===== src/rtl/wave_pkg.sv =====
// Shared constants and state encodings for the wave UART array link.
package wave_pkg;

    localparam int WORD_W       = 32;
    localparam int N_WORDS      = 20;
    localparam int DELAY_FRAMES = 234;
    localparam logic [7:0] HEADER_BYTE = 8'h01;
    localparam int HEADER_LEN   = 4;
    localparam int TIMEOUT_BITS = 20;

    typedef enum logic [2:0] {
        RX_IDLE,
        RX_START,
        RX_DATA,
        RX_STOP,
        RX_WAIT_HIGH
    } rx_state_t;

    typedef enum logic {
        FR_HUNT,
        FR_PAYLOAD
    } frame_state_t;

endpackage


===== src/rtl/uart_rx_byte.sv =====
// 8N1 UART byte receiver: input synchroniser, mid-bit sampling FSM, stop check.
module uart_rx_byte
    import wave_pkg::*;
#(
    parameter int DELAY_FRAMES = wave_pkg::DELAY_FRAMES
) (
    input  logic       clk,
    input  logic       rst,
    input  logic       uart_rx,
    output logic [7:0] data,
    output logic       byte_strobe,
    output logic       stop_err
);

    localparam int CNT_W = $clog2(DELAY_FRAMES + 1);
    localparam logic [CNT_W-1:0] HALF = CNT_W'((DELAY_FRAMES + 1) / 2);
    localparam logic [CNT_W-1:0] FULL = CNT_W'(DELAY_FRAMES);

    logic             rx_m, rx_s;
    rx_state_t        state, state_n;
    logic [CNT_W-1:0] cnt;
    logic [2:0]       bit_idx;
    logic [7:0]       shreg;
    logic             cnt_clr, sample, strobe_n, err_n;

    assign data = shreg;

    // Two-flop synchroniser, idle-high after reset.
    always_ff @(posedge clk or posedge rst) begin
        if (rst) begin
            rx_m <= 1'b1;
            rx_s <= 1'b1;
        end else begin
            rx_m <= uart_rx;
            rx_s <= rx_m;
        end
    end

    // Byte FSM state register.
    always_ff @(posedge clk or posedge rst) begin
        if (rst) state <= RX_IDLE;
        else     state <= state_n;
    end

    // Next-state and sample/strobe control.
    always_comb begin
        state_n  = state;
        cnt_clr  = 1'b0;
        sample   = 1'b0;
        strobe_n = 1'b0;
        err_n    = 1'b0;
        case (state)
            RX_IDLE: begin
                cnt_clr = 1'b1;
                if (!rx_s) state_n = RX_START;
            end
            RX_START: begin
                if (cnt == HALF) begin
                    cnt_clr = 1'b1;
                    state_n = rx_s ? RX_IDLE : RX_DATA;
                end
            end
            RX_DATA: begin
                if (cnt == FULL) begin
                    cnt_clr = 1'b1;
                    sample  = 1'b1;
                    if (bit_idx == 3'd7) state_n = RX_STOP;
                end
            end
            RX_STOP: begin
                if (cnt == FULL) begin
                    cnt_clr = 1'b1;
                    if (rx_s) begin
                        strobe_n = 1'b1;
                        state_n  = RX_IDLE;
                    end else begin
                        err_n   = 1'b1;
                        state_n = RX_WAIT_HIGH;
                    end
                end
            end
            RX_WAIT_HIGH: begin
                cnt_clr = 1'b1;
                if (rx_s) state_n = RX_IDLE;
            end
            default: state_n = RX_IDLE;
        endcase
    end

    // Bit-period counter, shift register and registered strobes.
    always_ff @(posedge clk or posedge rst) begin
        if (rst) begin
            cnt         <= '0;
            bit_idx     <= '0;
            shreg       <= '0;
            byte_strobe <= 1'b0;
            stop_err    <= 1'b0;
        end else begin
            cnt <= cnt_clr ? '0 : cnt + 1'b1;
            if (state == RX_START) bit_idx <= '0;
            else if (sample)       bit_idx <= bit_idx + 1'b1;
            if (sample) shreg <= {rx_s, shreg[7:1]};
            byte_strobe <= strobe_n;
            stop_err    <= err_n;
        end
    end

endmodule


===== src/rtl/receive_array.sv =====
// Frame receiver: header hunt, payload assembly into a shadow buffer, atomic publish.
module receive_array
    import wave_pkg::*;
#(
    parameter int         DELAY_FRAMES = wave_pkg::DELAY_FRAMES,
    parameter int         N_WORDS      = wave_pkg::N_WORDS,
    parameter logic [7:0] HEADER_BYTE  = wave_pkg::HEADER_BYTE,
    parameter int         HEADER_LEN   = wave_pkg::HEADER_LEN,
    parameter int         TIMEOUT_BITS = wave_pkg::TIMEOUT_BITS
) (
    input  logic                    clk,
    input  logic                    rst,
    input  logic                    uart_rx,
    output logic [32*N_WORDS-1:0]   u_out,
    output logic                    valid,
    output logic                    busy,
    output logic                    frame_err
);

    localparam int N_BYTES = 4 * N_WORDS;
    localparam int IDX_W   = $clog2(N_BYTES);
    localparam int HDR_W   = $clog2(HEADER_LEN + 1);
    localparam int TLIM    = TIMEOUT_BITS * (DELAY_FRAMES + 1);
    localparam int TO_W    = $clog2(TLIM + 1);
    localparam logic [IDX_W-1:0] LAST_IDX = IDX_W'(N_BYTES - 1);
    localparam logic [HDR_W-1:0] HDR_LAST = HDR_W'(HEADER_LEN - 1);
    localparam logic [TO_W-1:0]  TO_LAST  = TO_W'(TLIM - 1);

    logic [7:0]            data;
    logic                  strobe, stop_err;
    frame_state_t          state, state_n;
    logic [HDR_W-1:0]      hdr_cnt, hdr_n;
    logic [IDX_W-1:0]      idx, idx_n;
    logic [TO_W-1:0]       tcnt;
    logic [32*N_WORDS-1:0] shadow, merged;
    logic                  timeout, publish, abort;

    uart_rx_byte #(
        .DELAY_FRAMES(DELAY_FRAMES)
    ) u_byte (
        .clk        (clk),
        .rst        (rst),
        .uart_rx    (uart_rx),
        .data       (data),
        .byte_strobe(strobe),
        .stop_err   (stop_err)
    );

    assign timeout = (state == FR_PAYLOAD) && (tcnt == TO_LAST);

    // Frame FSM state register.
    always_ff @(posedge clk or posedge rst) begin
        if (rst) state <= FR_HUNT;
        else     state <= state_n;
    end

    // Header hunt, payload indexing, publish/abort decisions.
    always_comb begin
        state_n = state;
        hdr_n   = hdr_cnt;
        idx_n   = idx;
        publish = 1'b0;
        abort   = 1'b0;
        merged  = shadow;
        merged[idx*8 +: 8] = data;
        case (state)
            FR_HUNT: begin
                if (stop_err) begin
                    hdr_n = '0;
                end else if (strobe) begin
                    if (data == HEADER_BYTE) begin
                        if (hdr_cnt == HDR_LAST) begin
                            hdr_n   = '0;
                            idx_n   = '0;
                            state_n = FR_PAYLOAD;
                        end else begin
                            hdr_n = hdr_cnt + 1'b1;
                        end
                    end else begin
                        hdr_n = '0;
                    end
                end
            end
            FR_PAYLOAD: begin
                if (stop_err || timeout) begin
                    abort   = 1'b1;
                    hdr_n   = '0;
                    state_n = FR_HUNT;
                end else if (strobe) begin
                    idx_n = idx + 1'b1;
                    if (idx == LAST_IDX) begin
                        publish = 1'b1;
                        idx_n   = '0;
                        state_n = FR_HUNT;
                    end
                end
            end
            default: state_n = FR_HUNT;
        endcase
    end

    // Counters, shadow buffer, output register and status strobes.
    always_ff @(posedge clk or posedge rst) begin
        if (rst) begin
            hdr_cnt   <= '0;
            idx       <= '0;
            tcnt      <= '0;
            shadow    <= '0;
            u_out     <= '0;
            valid     <= 1'b0;
            busy      <= 1'b0;
            frame_err <= 1'b0;
        end else begin
            hdr_cnt <= hdr_n;
            idx     <= idx_n;
            tcnt    <= (state != FR_PAYLOAD || strobe) ? '0 : tcnt + 1'b1;
            if (state == FR_PAYLOAD && strobe && !stop_err && !timeout)
                shadow <= merged;
            if (publish)
                u_out <= merged;
            valid     <= publish;
            busy      <= (state_n == FR_PAYLOAD);
            frame_err <= abort;
        end
    end

endmodule

===== config.mk =====
export PLATFORM = sky130hd
export DESIGN_NAME = receive_array
export DESIGN_NICKNAME = d
export VERILOG_FILES = /design/src/rtl/wave_pkg.sv /design/src/rtl/uart_rx_byte.sv /design/src/rtl/receive_array.sv
export SDC_FILE = /design/constraint.sdc
export NUM_CORES = 2
export LEC_CHECK = 0
export ABC_AREA = 1
export ABC_CLOCK_PERIOD_IN_PS = 45000
export BUFFER_PORTS_ARGS = -buffer_cell sky130_fd_sc_hd__buf_2
export CORE_MARGIN = 4
export CORE_UTILIZATION = 54
export DETAILED_ROUTE_END_ITERATION = 16
export GPL_ROUTABILITY_DRIVEN = 0
export HOLD_SLACK_MARGIN = 0.1
export PLACE_DENSITY = 0.86
export SYNTH_ARGS = -nofsm -noshare
export SYNTH_HDL_FRONTEND = slang
export SYNTH_SLANG_ARGS = --single-unit

===== constraint.sdc =====
create_clock -name clk -period 45 [get_ports clk]
set_clock_uncertainty 0.05 [all_clocks]
set_input_delay 4.5 -clock clk [delete_from_list [all_inputs] [get_ports clk]]
set_output_delay 4.5 -clock clk [all_outputs]
set_load 0.01 [all_outputs]

# --- Word-level counts from Yosys, hierarchy flattened ---
# Index checks and enable logic that the tools add are counted.
totals:
  output_inout_bits: 643
  ff_bits: 1332
  input_bits: 3
classes:
  reduce_logical: 15
  bitwise_logic: 1
  muxes: 52
  add_sub_neg: 6
  n_shift: 2
  n_eq_ne: 25
op_table:
  columns: ["op", "count"]
  rows:
  - ["bitwise mux 640 bit", 1]
  - ["variable shift 8 x 34 -> 640 bit (first input constant)", 1]
  - ["variable part select 8 x 34 -> 640 bit", 1]
  - ["2-to-1 mux 7 bit", 7]
  - ["2-to-1 mux 3 bit", 14]
  - ["negator 10 -> 34 bit", 1]
  - ["2-to-1 mux 1 bit", 22]
  - ["!= test 2 x 1 -> 1 bit (second input constant)", 8]
  - ["one-hot mux 3 bit (5 select lines)", 1]
  - ["one-hot mux 7 bit (2 select lines)", 1]
  - ["adder 13 x 1 -> 13 bit (second input constant)", 1]
  - ["== test 13 bit (second input constant)", 1]
  - ["2-to-1 mux 13 bit", 1]
  - ["AND reduction 6 bit", 2]
  - ["!= test 2 bit (second input constant)", 5]
  - ["== test 3 x 2 -> 1 bit (second input constant)", 3]
  - ["adder 8 x 1 -> 8 bit (second input constant)", 1]
  - ["== test 8 x 1 -> 1 bit (second input constant)", 1]
  - ["== test 8 x 7 -> 1 bit (second input constant)", 1]
  - ["== test 8 bit (second input constant)", 1]
  - ["2-to-1 mux 8 bit", 1]
  - ["adder 7 x 1 -> 7 bit (second input constant)", 1]
  - ["== test 7 bit (second input constant)", 1]
  - ["adder 3 x 1 -> 3 bit (second input constant)", 2]
  - ["other kinds (15)", 22]

# --- Logic depth before layout (Yosys ltp) ---
depth:
  word_depth: 6
  mapped_depth: 18

# --- Modules after synthesis ---
# From an unflattened synthesis, not the netlist that was laid out.
unflattened:
  hier_cells: 8263
  hier_area_um2: 63686.1
modules_own_cells:
  columns: ["module", "area_each_um2", "seq_area_each_um2", "instances", "cells_each"]
  rows:
  - ["receive_array", 62388.6, 32681.3, 1, 8117]
  - ["uart_rx_byte", 1297.5, 653.1, 1, 146]

# --- Worst setup path before layout ---
# Ideal clock, no wire load.
synth_path:
  path_type: "register to output"
  from: "register u_out[0]"
  to: "output u_out[0]"
  arrival_time_ps: 385
  path_buffers: 0
  slack_ps: 40065
  required_ps: 40450
  stages_incl_launch_ff: 1
  cell_sequence: "dfrtp_1"
synth_lines:
  columns: ["element", "line_no", "text"]
  rows:
  - ["start, declared", "receive_array.sv:14", "output logic [32*N_WORDS-1:0] u_out,"]
  - ["start signal, assigned", "receive_array.sv:120", "u_out <= merged;"]
# No word-level cell between the ends.

==> results.py <==
metrics = {
    "sta": {
        "finalMaxSlewViolations": 0,
        "setup_viol": 0,
        "hold_viol_final": 0,
        "finalCritPeriodShare_pct": 18.0,
        "rsz0062_at_grt": "no",
        "finalWorstSetupSlack_ps": 36910,
        "setup_tns_ps": 0,
        "relSlewSlack_pct": 3.96,
        "tightest_slew_ps": 1440,
        "clock.fmax_mhz": 124,
        "fin_crit_ps": 8090,
        "hold_ws_ps": 274,
    },
    "place": {
        "place_inst": 9871,
        "dpl-instance-area_mm2": 0.0651,
        "io_buffers": 645,
        "dp_hpwl_um": 143000,
        "post-place-ws_ps": 35960,
    },
    "pwr": {
        "comb_power_share_pct": 1.0,
        "vdd_drop_max_uv": 32.7,
        "swShare_pct": 21.4,
        "p_per_area_mw_per_mm2": 34.2,
        "p_int_uw": 1870,
        "p_leak_uw": 0.0397,
        "seq_power_share_pct": 50.4,
        "power.switching_uw": 509,
        "p_clk_share_pct": 48.6,
    },
    "setup_path": {
        "ff2ff_setup_slack_ps": 38840,
        "rr_worst_depth": 16,
        "cpMostUsedCell": "buf_4",
        "critPathArrivalTime_ps": 8750,
        "crit_fanout": 122,
        "worstSetupPathType": "in2async",
        "r2r_end": "shadow[44]",
        "cp_data_required_time_ps": 45660,
        "slowest_delay_ps": 900,
        "rr_startpoint": "idx[0]",
        "start_kind": "input port",
        "end_kind": "async pin",
        "slowest_stage": "buf_4",
        "cp_cell_sequence": "buf_2 > inv_8 > buf_4 > buf_4 > buf_4 > buf_4",
        "crit_start": "rst",
    },
    "route": {
        "routed_wl_um": 215000,
        "wl_per_cell_um": 21.2,
        "vias": 58851,
        "first_pass_iters": 12,
        "drt_iter0_drc": 8807,
        "drc": 0,
        "ant_nets": 0,
        "viasPerCell": 5.82,
    },
    "floorplanning": {
        "die_h_um": 344,
        "core_mm2": 0.112,
        "rows": 123,
        "fp.dieArea_mm2": 0.118,
        "io_pins": 646,
        "die_w_um": 344,
        "start_util_pct": 54.3,
    },
    "cts": {
        "cts-root-buf": "clkbuf_16",
        "hold_buffers": 0,
        "clock_latency_ps": 760,
        "tritoncts": "done",
        "cts_sinks": 1332,
        "cts_setup_buffers": 0,
        "cts_max_level": 4,
        "ctsResizeCount": 0,
        "clockBufferDepth": 3,
        "path_clk_slew_ps": 60,
        "numCtsBuffers": 137,
    },
    "synthesis": {
        "ys_seq_area_share_pct": 54.6,
        "synth-async-reset-ratio_pct": 100,
        "synth_commonest_cells": "3,936 x nand2_1, 1,330 x dfrtp_1, 1,067 x nand3_1",
        "ys_warn_count": 0,
        "synth-main-ff-cell": "dfrtp_1",
        "synth_top_cell_by_area": "dfrtp_1",
        "yosys.area.top_type_share_pct": 54.5,
        "synth_nets": 8095,
        "synth_area_mm2": 0.0610,
        "synthCells": 8082,
        "ys_top_cells_by_area": "dfrtp_1 55%, nand2_1 24%, nand3_1 8.7%",
        "ys_types": 39,
        "ys_ff_latch": 1332,
        "yosysMostFrequentCell": "nand2_1",
        "synth_area_per_cell_um2": 7.55,
        "synth_edf_count": 0,
    },
    "min_path": {
        "hold_path.class": "reg2reg",
        "hp-start": "u_byte.rx_m",
        "holdPathEnd": "u_byte.rx_s",
        "hold_depth": 0,
    },
    "global_route": {
        "grt_max_degree": 262,
        "grt_overflow": 0,
        "grt_pass1_wl_um": 323000,
        "grt_pass1_vias": 55452,
        "grt_usage_pct": 35.5,
        "antenna_found_initial": 5,
    },
    "finish": {
        "syn_to_final_growth_pct": 14.1,
        "stdcell_area_mm2": 0.0696,
        "layout-drive-gt1-share_pct": 11.1,
        "fin_cells": 10113,
        "final_nets": 8523,
    },
    "status": {
        "status": "complete, no violations",
    },
    "job": {
        "max_cap_viol_count": 0,
    },
}
metrics by stage:
| step | total power, µW | util, % |
|---|---|---|
| 2_1_floorplan | 1240 | - |
| 3_3_place_gp | 1250 | 58.0 |
| 3_5_place_dp | 1250 | 58.0 |
| 4_1_cts | 2380 | 62.0 |
| 5_1_grt | 2440 | 62.0 |
| 6_report | 2380 | 62.0 |
cells by family (layout without fill, tap and decap cells):
kind of cell,Yosys count,count (layout),synth area share (%)
xor+xnor,9,9,0.141
fa+ha+maj,10,10,0.205
buf+inv,1016,1544,6.34
other cells,0,3,0
flops,1332,1332,54.6
compound gates,379,379,3.15
simple gates,5336,5336,35.6
how the worst max path moves through the flow:
| stage | end | cells past startpoint |
|---|---|---|
| floorplan | busy | 1 |
| global placement | u_out[50] | 6 |
| detailed placement | u_out[50] | 6 |
| CTS | u_out[306] | 6 |
| global route | shadow[558] | 6 |
| finish | u_out[310] | 6 |
cells in the final DEF, fill, tap and decap left out, drive strengths merged, types with 25 or more instances in the layout:
cell    instances
buf           696
clkbuf        198
clkinv         25
dfrtp        1330
inv           613
nand2        3938
nand3        1068
nand4          62
nor2          218
nor3           37
o21ai         350
state kept, by name (all words and copies together) (netlist names):
name,flops
idx,7
u_byte.data,8
u_byte.rx_s,1
valid,1
busy,1
u_byte.cnt,8
frame_err,1
tcnt,13
hdr_cnt,3
u_byte.byte_strobe,1
u_out,640
u_byte.rx_m,1
shadow,640
u_byte.state,3
u_byte.bit_idx,3
u_byte.stop_err,1
per-layer routing:
metal / wire length [µm] / vias to the layer above / global-route usage (%)
met3: 26200 / 910 / 9.56
met4: 19300 / 2 / 26.2
met2: 91500 / 3905 / 51.6
met1: 77700 / 27968 / 46.0
met5: 13 / - / 0
li1: - / 26066 / -
final cells by class:
cell class                 count  area (µm²)
fill                        9152       42700
sequential                  1332       33300
multi-input combinational   5734       23900
clock buffer                 198        4040
timing repair buffer         696        3700
inverter                     609        2310
tap                         1500        1880
clock inverter                41         487
antenna                        3        7.51
worst max-delay path: cells and delay by family:
kind | cells | cell delay (ps)
buffers and inverters | 6 | 4000
power groups by stage:
stage,Combinational (µW),Sequential [µW],Clock (µW)
after floorplan,17.3,1220,0
after global placement,25.1,1220,0
after detailed placement,25.5,1220,0
after CTS,25.5,1200,1160
after global routing,28.7,1200,1210
final,24.1,1200,1160
(Power assumes the default switching activity.)
